==> src/rtl/add_pkg.sv <==
// Shared constants and elaboration-time helpers for the pipelined adder/subtractor.
// Slice width is derived from the top-level parameters through slice_w().
package add_pkg;

   localparam int DEF_WIDTH  = 16;
   localparam int DEF_STAGES = 4;

   function automatic bit params_ok(input int width, input int stages);
      return (width >= 1) && (stages >= 1) && (stages <= width) && ((width % stages) == 0);
   endfunction

   // Falls back to 1 so an illegal combination still elaborates far enough to hit the $error.
   function automatic int slice_w(input int width, input int stages);
      return params_ok(width, stages) ? (width / stages) : 1;
   endfunction

endpackage

==> src/rtl/add_pipe_n_fa_cell.sv <==
// One-bit full adder; the ripple element of every pipeline slice.
module fa_cell (
   input  logic a,
   input  logic b,
   input  logic cin,
   output logic s,
   output logic cout
);

   assign s    = a ^ b ^ cin;
   assign cout = (a & b) | (cin & (a ^ b));

endmodule

==> src/rtl/add_pipe_n.sv <==
// Skewed-pipeline N-bit adder/subtractor: one ripple slice per stage, carry registered
// between stages, the whole pipe advancing in lock-step under a single valid/ready stall.
module add_pipe_n
   import add_pkg::*;
#(
   parameter int WIDTH  = DEF_WIDTH,
   parameter int STAGES = DEF_STAGES
) (
   input  logic             clk,
   input  logic             rst_n,
   input  logic             in_valid,
   output logic             in_ready,
   input  logic [WIDTH-1:0] a,
   input  logic [WIDTH-1:0] b,
   input  logic             sub,
   input  logic             cin,
   output logic             out_valid,
   input  logic             out_ready,
   output logic [WIDTH-1:0] sum,
   output logic             cout,
   output logic             ovf
);

   localparam int S    = slice_w(WIDTH, STAGES);
   localparam int LAST = STAGES - 1;

   typedef struct packed {
      logic             valid;
      logic             sub;
      logic             carry;
      logic [WIDTH-1:0] a_rem;
      logic [WIDTH-1:0] b_rem;
      logic [WIDTH-1:0] sum_done;
   } stage_t;

   if (!params_ok(WIDTH, STAGES)) begin : gen_param_err
      $error("add_pipe_n: illegal WIDTH=%0d STAGES=%0d", WIDTH, STAGES);
   end

   stage_t stage_q [STAGES];
   stage_t stage_d [STAGES];
   stage_t in_rec;
   logic   ovf_q;
   logic   ovf_d;
   logic   adv;

   assign adv      = !stage_q[LAST].valid || out_ready;
   assign in_ready = adv;

   // Subtraction forces carry-in to 1; the B inversion happens per slice using the travelling sub flag.
   assign in_rec = '{valid: in_valid, sub: sub, carry: sub | cin,
                     a_rem: a, b_rem: b, sum_done: '0};

   for (genvar gi = 0; gi < STAGES; gi++) begin : gen_stage
      stage_t         src;
      stage_t         stage_nxt;
      logic [S-1:0]   op_a;
      logic [S-1:0]   op_b;
      logic [S-1:0]   s_slice;
      logic [S:0]     c;

      if (gi == 0) begin : gen_first
         assign src = in_rec;
      end else begin : gen_rest
         assign src = stage_q[gi-1];
      end

      assign op_a = src.a_rem[gi*S +: S];
      assign op_b = src.b_rem[gi*S +: S] ^ {S{src.sub}};
      assign c[0] = src.carry;

      for (genvar gj = 0; gj < S; gj++) begin : gen_bit
         fa_cell u_fa (
            .a    (op_a[gj]),
            .b    (op_b[gj]),
            .cin  (c[gj]),
            .s    (s_slice[gj]),
            .cout (c[gj+1])
         );
      end

      always_comb begin
         stage_nxt                      = src;
         stage_nxt.carry                = c[S];
         stage_nxt.sum_done[gi*S +: S]  = s_slice;
      end

      assign stage_d[gi] = stage_nxt;

      // Signed overflow: carry into the MSB differs from carry out of it.
      if (gi == LAST) begin : gen_ovf_tap
         assign ovf_d = c[S-1] ^ c[S];
      end
   end

   always_ff @(posedge clk or negedge rst_n) begin
      if (!rst_n) begin
         for (int k = 0; k < STAGES; k++) begin
            stage_q[k] <= '0;
         end
         ovf_q <= 1'b0;
      end else if (adv) begin
         for (int k = 0; k < STAGES; k++) begin
            stage_q[k] <= stage_d[k];
         end
         ovf_q <= ovf_d;
      end
   end

   assign out_valid = stage_q[LAST].valid;
   assign sum       = stage_q[LAST].sum_done;
   assign cout      = stage_q[LAST].carry;
   assign ovf       = ovf_q;

endmodule

==> config.mk <==
export PLATFORM = sky130hd
export DESIGN_NAME = add_pipe_n
export DESIGN_NICKNAME = d
export VERILOG_FILES = /design/src/rtl/add_pkg.sv /design/src/rtl/add_pipe_n_fa_cell.sv /design/src/rtl/add_pipe_n.sv
export SDC_FILE = /design/constraint.sdc
export NUM_CORES = 1
export LEC_CHECK = 0
export CAP_MARGIN = 10
export CORE_MARGIN = 4
export CORE_UTILIZATION = 30
export CTS_BUF_LIST = sky130_fd_sc_hd__clkbuf_8
export DETAILED_ROUTE_END_ITERATION = 10
export MAX_ROUTING_LAYER = met4
export PLACE_DENSITY_LB_ADDON = 0.05
export RECOVER_POWER = 100
export REMOVE_ABC_BUFFERS = 1
export SYNTH_ARGS = -nofsm -noshare
export SYNTH_HDL_FRONTEND = slang
export SYNTH_SLANG_ARGS = --single-unit
==> constraint.sdc <==
create_clock -name clk -period 8.46 [get_ports clk]
set_clock_uncertainty 0.2 [all_clocks]
set_input_delay 2.538 -clock clk [delete_from_list [all_inputs] [get_ports clk]]
set_output_delay 2.538 -clock clk [all_outputs]
set_load 0.01 [all_outputs]
==> run_results.csv, run 1 <==
group,metric,value,unit
setup_path,timing.setup.critical_path_class,"primary input to output port",
setup_path,endpoint_kind,"output port",
status,outcome,"finished with violations",
route,firstDrtPassIters,4,
setup_path,reg2regPathDepth,9,
global_routing,grt_antenna_before_repair,0,
timing,fin_crit_sh,84.8,%
power,combinationalPowerShare,36.3,%
route,num_vias,2217,
timing,tightestPinTransition,1.90,ns
setup_path,worstPathCellList,"dlygate4sd3_1, clkbuf_1, nand2b_1, dlygate4sd3_1",
clock_tree,htree_levels,3,
logic_synthesis,ys_async_sr_fraction,100,%
logic_synthesis,synth_edf_count,0,
clock_tree,postCtsSetupBuffers,0,
global_routing,grt.overflow.total,0,
hold_path,holdPathStages,1,
power,p_leak,2.15,nW
status,violations,"capacitance limit, slew limit",
logic_synthesis,synth_top_area_share,53.2,%
logic_synthesis,yosysWarnings,0,
route,drtIter0Drc,65,
logic_synthesis,synth_most_common_cell,"dfrtp_1",
timing,rsz0062_at_grt,"false",
logic_synthesis,ys_seq_area_share,53.2,%
logic_synthesis,ys_types,16,
route,route.detailed.drc,0,
timing,period_needed,7.18,ns
floorplan,start_util,30.8,%
logic_synthesis,synth_flop_cell,"dfrtp_1",
timing,maxSlewHeadroom,-26.4,%
timing,setup_viol,0,
job,drv_cap,2,
setup_path,critPathMostFrequentCell,"dlygate4sd3_1",
route,via_per_inst,4.03,
global_routing,grt_pass1_wl,13400,um
route,wl_per_cell,14.0,um
place,portBuffers,57,
setup_path,path_depth,4,
timing,fin_tns_setup,0,ns
power,ir_worst_vdd,113,uV
logic_synthesis,synth_top_area_cell,"dfrtp_1",
place,hpwlAfterDp,4940,um
floorplan,core,15300,um^2
route,drt-total-wl,7680,um
logic_synthesis,synthTopCellsByCount,"dfrtp_1, mux2_4, inv_1, fa_1, mux2_2",
floorplan,dieHeight,133,um
clock_tree,hold_buffers,0,
clock_tree,cts_tree,"built",
timing,hold_viol,0,
floorplan,dieWidth,133,um
power,power_switching,0.580,mW
global_routing,grtUsageMet3,3.97,%
power,seq_power_share,45.7,%
power,intPower,1.21,mW
logic_synthesis,synth_area,4700,um^2
global_routing,use_met1,13.7,%
setup_path,start_kind,"primary input",
clock_tree,insertion_delay,0.37,ns
clock_tree,numCtsBuffers,9,
power,p_total,1.79,mW
global_routing,grt_max_degree,67,
floorplan,rows,45,
setup_path,path_buf_inv,3,
setup_path,path_max_fanout,10,
finish,drive_gt1_share,9.14,%
floorplan,die-area,17700,um^2
setup_path,max_stage_delay,0.63,ns
setup_path,crit_family,"buffers and inverters",
global_routing,grt.met2_usage,13.6,%
finish,areaGrowthSynthToFinish,11.5,%
power,p_sw_share,32.5,%
clock_tree,cts_max_path_buffers,2,
logic_synthesis,syn_avg_cell_area,16.9,um^2
floorplan,io_pins,58,
place,gp_congestion,0.652,
setup_path,critPathArrivalTime,4.44,ns
finish,finalNetCount,388,
clock_tree,clkTransAtPathRegs,0.10,ns
hold_path,hp-class,"flip-flop to flip-flop",
timing,drv_slew,103,
setup_path,slowest_stage,"dlygate4sd3_1",
logic_synthesis,synth-seq-cells,100,
global_routing,grt_pass1_vias,2455,
global_routing,grt.total_usage,9.98,%
power,p_per_area,341,nW/um^2
logic_synthesis,yosys-top-cells-area,"dfrtp_1, mux2_4, fa_1",
clock_tree,cts.repair.resized,0,
clock_tree,clk_root_buffer_cell,"clkbuf_8",
finish,num_antenna_cells,0,
clock_tree,cts.sinks,100,
route,ant_nets,0,
timing,max_freq,139,MHz
setup_path,required,5.72,ns
logic_synthesis,postSynthCellCount,278,
global_routing,busiest_layer,"met1",
power,pwr-share-clk,18.0,%
==> state kept, by name, indices dropped and copies added, names as in the netlist <==
| register | count |
|---|---|
| cout | 1 |
| gen_stage.c | 3 |
| gen_stage.op_a | 12 |
| gen_stage.src | 66 |
| out_valid | 1 |
| ovf | 1 |
| sum | 16 |
==> cell families after synthesis <==
kind of cell               count (synthesis)  share of synthesized area [%]
AOI/OAI and AO/OA                          9                          0.957
xor gates and xnor gates                  17                           3.16
adders and majority gates                 16                           6.81
buffers and inverters                     34                           6.17
DFF                                      100                           53.2
muxes                                     90                           27.8
and+or+nand+nor                           12                           1.94
==> power groups by stage <==
stage               combinational (mW)  clock, mW  sequential [mW]
detailed placement               0.905          0            0.852
finish                           0.648      0.322            0.816
global placement                 0.897          0            0.848
CTS                              0.910      0.341            0.842
floorplan                        0.669          0            0.825
global route                     0.757      0.361            0.850
==> worst register-to-register path, delay by kind of cell (launching register included) <==
family / cells / cell delay [ns]
adders and majority gates: 4 / 1.46
DFF: 1 / 0.50
muxes: 1 / 0.30
buffers and inverters: 3 / 0.25
xor gates and xnor gates: 1 / 0.20
==> per-layer routing <==
layer / vias up / routed length [um]
li1: 1039 / -
met1: 1126 / 3880
met2: 47 / 3310
met3: 5 / 388
met4: 0 / 102
met5: - / 0
==> cell type report <==
cell class                      instances  area [um^2]
Clock buffer                           11          151
Clock inverter                          5         60.1
Fill cell                            1568        10000
Inverter                               18         67.6
Multi-Input combinational cell        144         1610
Sequential cell                       100         2500
Tap cell                              211          264
Timing Repair Buffer                   61          588
==> placed cells by master, fill, tap and decap left out <==
cell type / n
mux2_1: 78
clkinv_2: 1
xnor2_1: 10
nor3b_1: 9
a21oi_1: 9
nor2_1: 1
clkbuf_2: 1
mux2_2: 12
inv_1: 18
nand2b_1: 2
clkinvlp_4: 1
clkdlybuf4s50_1: 35
xor2_1: 7
dlygate4sd3_1: 21
fa_1: 16
clkbuf_8: 11
bufinv_16: 1
buf_4: 2
dfrtp_1: 100
clkinv_4: 2
clkbuf_1: 2
==> final timing paths <==
| kind | end | slack, ns | from |
|---|---|---|---|
| setup reg to reg | sum[15] | 5.46 | gen_stage[3].src[49] |
| max in group asynchronous | gen_stage[2].op_a[3] | 3.07 | rst_n |
| min in group asynchronous | sum[4] | 2.47 | rst_n |
| hold reg to reg | out_valid | 0.27 | gen_stage[3].src[50] |
| hold / removal | out_valid | 0.27 | gen_stage[3].src[50] |
| setup / recovery | in_ready | 1.28 | out_ready |
==> stage by stage <==
step / hold slack, ns / std cells / setup WS [ns] / instance area (um^2) / util [%]
floorplan: 0.235 / 262 / 2.13 / 4480 / -
global placement: 0.249 / 534 / 1.78 / 5340 / 35.0
detailed placement: 0.252 / 534 / 1.79 / 5340 / 35.0
CTS: 0.278 / 550 / 1.78 / 5560 / 36.4
global route: 0.308 / 550 / 1.16 / 5250 / 34.4
finish: 0.267 / 550 / 1.28 / 5250 / 34.4
Note: power is estimated with default switching activity, not from simulation.
==> run 2: changes to the inputs <==
==> constraint.sdc (replaced) <==
create_clock -name clk -period 5.8 [get_ports clk]
set_clock_uncertainty 0.2 [all_clocks]
set_input_delay 1.74 -clock clk [delete_from_list [all_inputs] [get_ports clk]]
set_output_delay 1.74 -clock clk [all_outputs]
set_load 0.01 [all_outputs]
==> run_results.csv, run 2 (synthesized netlist as in run 1, its figures left out) <==
group,metric,value,unit
status,outcome,"finished with violations",
status,violations,"capacitance limit, slew limit",
setup_path,path_max_fanout,2,
clock_tree,clkTransAtPathRegs,0.10,ns
route,drtIter0Drc,96,
clock_tree,insertion_delay,0.37,ns
setup_path,reg2regPathDepth,9,
clock_tree,postCtsSetupBuffers,0,
setup_path,required,3.86,ns
setup_path,worst-r2r-setup-slack,2.79,ns
floorplan,start_util,30.8,%
clock_tree,numCtsBuffers,9,
global_routing,grt_pass1_vias,2479,
place,gp_congestion,0.663,
place,portBuffers,57,
floorplan,io_pins,58,
setup_path,r2r_end,"sum[15]",
timing,fin_crit_sh,89.0,%
power,p_leak,2.17,nW
clock_tree,cts.sinks,100,
job,drv_cap,1,
clock_tree,cts_max_path_buffers,2,
timing,fin_tns_setup,0,ns
setup_path,r2r_start,"gen_stage[3].src[49]",
timing,rsz0062_at_grt,"false",
place,post-place-ws,0.851,ns
route,firstDrtPassIters,3,
finish,largest_reg_flops,66,
finish,finalNetCount,387,
timing,drv_slew,65,
timing,setup_ws,0.636,ns
setup_path,critPathArrivalTime,3.22,ns
floorplan,dieWidth,133,um
clock_tree,htree_levels,3,
setup_path,start_kind,"primary input",
route,wl_per_cell,14.4,um
timing,tightestPinTransition,1.64,ns
clock_tree,hold_buffers,0,
floorplan,core,15300,um^2
route,drt-total-wl,7900,um
global_routing,grt.total_usage,10.2,%
place,hpwlAfterDp,4950,um
timing,hold_viol,0,
power,p_per_area,506,nW/um^2
hold_path,hp-class,"flip-flop to flip-flop",
finish,layout_common_cells,"dfrtp_1, mux2_1, clkdlybuf4s50_1, dlygate4sd3_1, inv_1",
hold_path,min_to,"out_valid",
finish,mostFrequentLayoutCell,"dfrtp_1",
route,route.detailed.drc,0,
timing,max_freq,194,MHz
hold_path,holdPathStages,1,
global_routing,grt_max_degree,101,
finish,fill_cells,1547,
hold_path,min-delay-start,"gen_stage[3].src[50]",
timing,maxSlewHeadroom,-9.08,%
clock_tree,cts_tree,"built",
floorplan,die-area,17700,um^2
power,ir_worst_vdd,141,uV
setup_path,endpoint_kind,"output port",
finish,num_antenna_cells,0,
global_routing,grt_pass1_wl,13600,um
clock_tree,cts.repair.resized,0,
route,ant_nets,0,
global_routing,grt.overflow.total,0,
clock_tree,clk_root_buffer_cell,"clkbuf_8",
finish,areaGrowthSynthToFinish,12.1,%
setup_path,timing.setup.critical_path_class,"primary input to output port",
route,num_vias,2258,
global_routing,grt_antenna_before_repair,1,
floorplan,dieHeight,133,um
floorplan,rows,45,
finish,drive_gt1_share,9.47,%
route,via_per_inst,4.11,
timing,setup_viol,0,
timing,period_needed,5.16,ns
[run 2: cell count changes in the layout (fill, tap and decap cells not counted), sizes merged]
cell           before  now
bufinv              1    2
clkdlybuf4s50      35   34
clkinv              3    0
dlygate4sd3        21   22
inv                18   19
[run 2: per-layer routing]
layer	share of wire (%)	vias to the layer above	GRT usage [%]	wire, um
li1	-	1043	-	-
met1	50	1159	13.8	3940
met2	44	48	14.3	3450
met3	4.9	8	3.70	385
met4	1.6	0	3.43	125
met5	0	-	-	0
[run 2: final cells by class]
class	count	area, um^2	area share [%]
Clock buffer	12	165	3.13
Timing Repair Buffer	60	588	11.2
Inverter	18	67.6	1.28
Clock inverter	4	71.3	1.35
Sequential cell	100	2500	47.4
Tap cell	211	264	5.01
Multi-Input combinational cell	144	1620	30.6
[run 2: metrics by stage]
step           hold slack (ns)  cells  instance area [um^2]  util (%)  power (mW)
6_report                 0.267    549                  5270      34.6        2.67
5_1_grt                  0.308    549                  5270      34.6        2.93
4_1_cts                  0.283    549                  5590      36.6        3.11
3_5_place_dp             0.258    533                  5350      35.1        2.57
3_3_place_gp             0.250    533                  5350      35.1        2.55
2_1_floorplan            0.235    262                  4480         -        2.18
[run 2: power by group]
group / switching (mW) / leakage (nW) / internal (mW)
sequential: 0.185 / 1.16 / 1.01
clock: 0.239 / 0.120 / 0.277
combinational: 0.424 / 0.900 / 0.537
[run 2: worst max-delay path, cell delays in order]
cell           delay [ns]
dlygate4sd3_1        0.57
nand2b_1             0.24
dlygate4sd3_1        0.66
[run 2: worst max path at each step]
stage               startpoint  cells after the start  endpoint
finish               out_ready                      3  in_ready
global route         out_ready                      3  in_ready
CTS                  out_ready                      3  in_ready
detailed placement   out_ready                      3  in_ready
global placement     out_ready                      3  in_ready
floorplan            out_ready                      1  in_ready
==> run 3: changes to the inputs <==
--- a/config.mk
+++ b/config.mk
@@ -13,7 +13,6 @@
 export MAX_ROUTING_LAYER = met4
 export PLACE_DENSITY_LB_ADDON = 0.05
 export RECOVER_POWER = 100
-export REMOVE_ABC_BUFFERS = 1
 export SYNTH_ARGS = -nofsm -noshare
 export SYNTH_HDL_FRONTEND = slang
 export SYNTH_SLANG_ARGS = --single-unit
==> run_results.csv, run 3 (synthesized netlist as in run 1, its figures left out) <==
group,metric,value,unit
status,outcome,"finished with violations",
status,violations,"capacitance limit, slew limit",
power,power_switching,0.858,mW
timing,maxSlewHeadroom,-25.2,%
timing,rsz0062_at_grt,"false",
setup_path,critPathArrivalTime,3.12,ns
clock_tree,htree_levels,3,
setup_path,timing.setup.critical_path_class,"primary input to output port",
place,hpwlAfterDp,5100,um
setup_path,endpoint,"in_ready",
floorplan,dieWidth,133,um
floorplan,start_util,30.8,%
clock_tree,numCtsBuffers,9,
route,ant_nets,0,
global_routing,grt_pass1_vias,2454,
timing,period_needed,5.06,ns
clock_tree,insertion_delay,0.37,ns
timing,fin_crit_sh,87.3,%
global_routing,grt.overflow.total,0,
finish,drive_gt1_share,8.55,%
place,gp_congestion,0.669,
floorplan,die-area,17700,um^2
global_routing,grt_antenna_before_repair,0,
setup_path,path_depth,3,
route,drtIter0Drc,76,
power,ir_worst_vdd,124,uV
setup_path,slowest_stage,"dlygate4sd3_1",
setup_path,path_buf_inv,2,
timing,fin_tns_setup,0,ns
finish,largest_reg_flops,66,
job,drv_cap,2,
global_routing,grt.total_usage,10.1,%
place,portBuffers,57,
route,route.detailed.drc,0,
clock_tree,cts.repair.resized,0,
setup_path,worstPathCellList,"dlygate4sd3_1, nand2b_1, dlygate4sd3_1",
global_routing,grt_max_degree,75,
power,pwr-share-clk,16.3,%
setup_path,path_max_fanout,2,
floorplan,core,15300,um^2
timing,drv_slew,103,
route,wl_per_cell,14.4,um
finish,post-route-util,34.2,%
timing,tightestPinTransition,1.88,ns
floorplan,rows,45,
setup_path,r2r_start,"out_valid",
clock_tree,clkTransAtPathRegs,0.09,ns
clock_tree,cts_max_path_buffers,2,
setup_path,critPathLaunch,"out_ready",
power,intPower,1.74,mW
setup_path,reg2regPathDepth,4,
route,drt-total-wl,7910,um
route,num_vias,2186,
finish,finalNonFillerCells,550,
power,p_sw_share,33.1,%
finish,mostFrequentLayoutCell,"dfrtp_1",
route,via_per_inst,3.97,
finish,finalNetCount,388,
finish,areaGrowthSynthToFinish,10.9,%
floorplan,dieHeight,133,um
clock_tree,cts.sinks,100,
timing,max_freq,198,MHz
finish,num_antenna_cells,0,
timing,hold_viol,0,
floorplan,io_pins,58,
clock_tree,cts_tree,"built",
finish,layout_common_cells,"dfrtp_1, mux2_1, clkdlybuf4s50_1, inv_1, dlygate4sd3_1",
power,p_per_area,498,nW/um^2
route,firstDrtPassIters,3,
power,p_leak,2.16,nW
setup_path,r2r_end,"gen_stage[3].src[0]",
timing,setup_viol,0,
power,combinationalPowerShare,37.9,%
place,placedCellCount,534,
setup_path,endpoint_kind,"output port",
setup_path,crit_family,"buffers and inverters",
clock_tree,clk_root_buffer_cell,"clkbuf_8",
setup_path,start_kind,"primary input",
power,seq_power_share,45.9,%
setup_path,critPathMostFrequentCell,"dlygate4sd3_1",
clock_tree,hold_buffers,0,
global_routing,grt_pass1_wl,13400,um
setup_path,required,3.86,ns
timing,hold_slack,0.269,ns
logic_synthesis,syn-num-nets,332,
setup_path,worst-r2r-setup-slack,2.72,ns
setup_path,max_stage_delay,0.65,ns
hold_path,hp-class,"flip-flop to flip-flop",
clock_tree,postCtsSetupBuffers,0,
[run 3: changes by cell type in the layout (fill, tap and decap cells not counted), sizes merged]
cell,delta
bufinv,-2
clkinvlp,-1
clkdlybuf4s50,+1
clkinv,+1
inv,+2
clkbuf,+1
dlygate4sd3,-1
[run 3: worst min-delay path by stage]
| stage | slack, ns | from | cells after the start | to |
|---|---|---|---|---|
| 3_5_place_dp | 0.26 | gen_stage[3].src[50] | 1 | out_valid |
| 4_1_cts | 0.28 | gen_stage[3].src[50] | 1 | out_valid |
| 3_3_place_gp | 0.26 | gen_stage[3].src[50] | 1 | out_valid |
| 6_report | 0.27 | gen_stage[3].src[50] | 1 | out_valid |
| 5_1_grt | 0.31 | gen_stage[3].src[50] | 1 | out_valid |
| 2_1_floorplan | 0.23 | gen_stage[3].src[50] | 1 | out_valid |
[run 3: final cells by class]
| cell class | count | area, um^2 |
|---|---|---|
| fillers | 1550 | 10000 |
| well taps | 211 | 264 |
| inverters | 18 | 67.6 |
| multi-input cells | 144 | 1610 |
| clock inverters | 4 | 16.3 |
| clock buffers | 12 | 165 |
| repair buffers | 61 | 589 |
| flip-flops and latches | 100 | 2500 |
[run 3: metal layers]
| layer | wire (um) | global-route usage, % | up-vias |
|---|---|---|---|
| met5 | 0 | - | - |
| met4 | 192 | 5.14 | 0 |
| met3 | 285 | 2.49 | 13 |
| met2 | 3300 | 13.3 | 42 |
| met1 | 4130 | 14.2 | 1091 |
| li1 | - | - | 1040 |
[run 3: through the flow]
stage	area [um^2]	power, mW	setup WS, ns
floorplan	4700	2.24	1.43
global placement	5340	2.58	0.869
detailed placement	5340	2.58	0.872
global route	5220	2.86	0.684
CTS	5530	3.03	0.872
finish	5220	2.60	0.739
[run 3: power by group through the flow]
stage / Clock (mW) / Combinational [mW] / Sequential, mW
after global placement: 0 / 1.35 / 1.23
after global routing: 0.475 / 1.14 / 1.24
after floorplan: 0 / 1.05 / 1.19
after CTS: 0.449 / 1.36 / 1.23
after detailed placement: 0 / 1.35 / 1.24
final: 0.422 / 0.983 / 1.19
[run 3: worst register-to-register path, delay by kind of cell (launching register included)]
family	cells	cell delay (ns)
buf+inv	2	1.62
flops	1	0.53
simple gates	1	0.17
mux	1	0.45
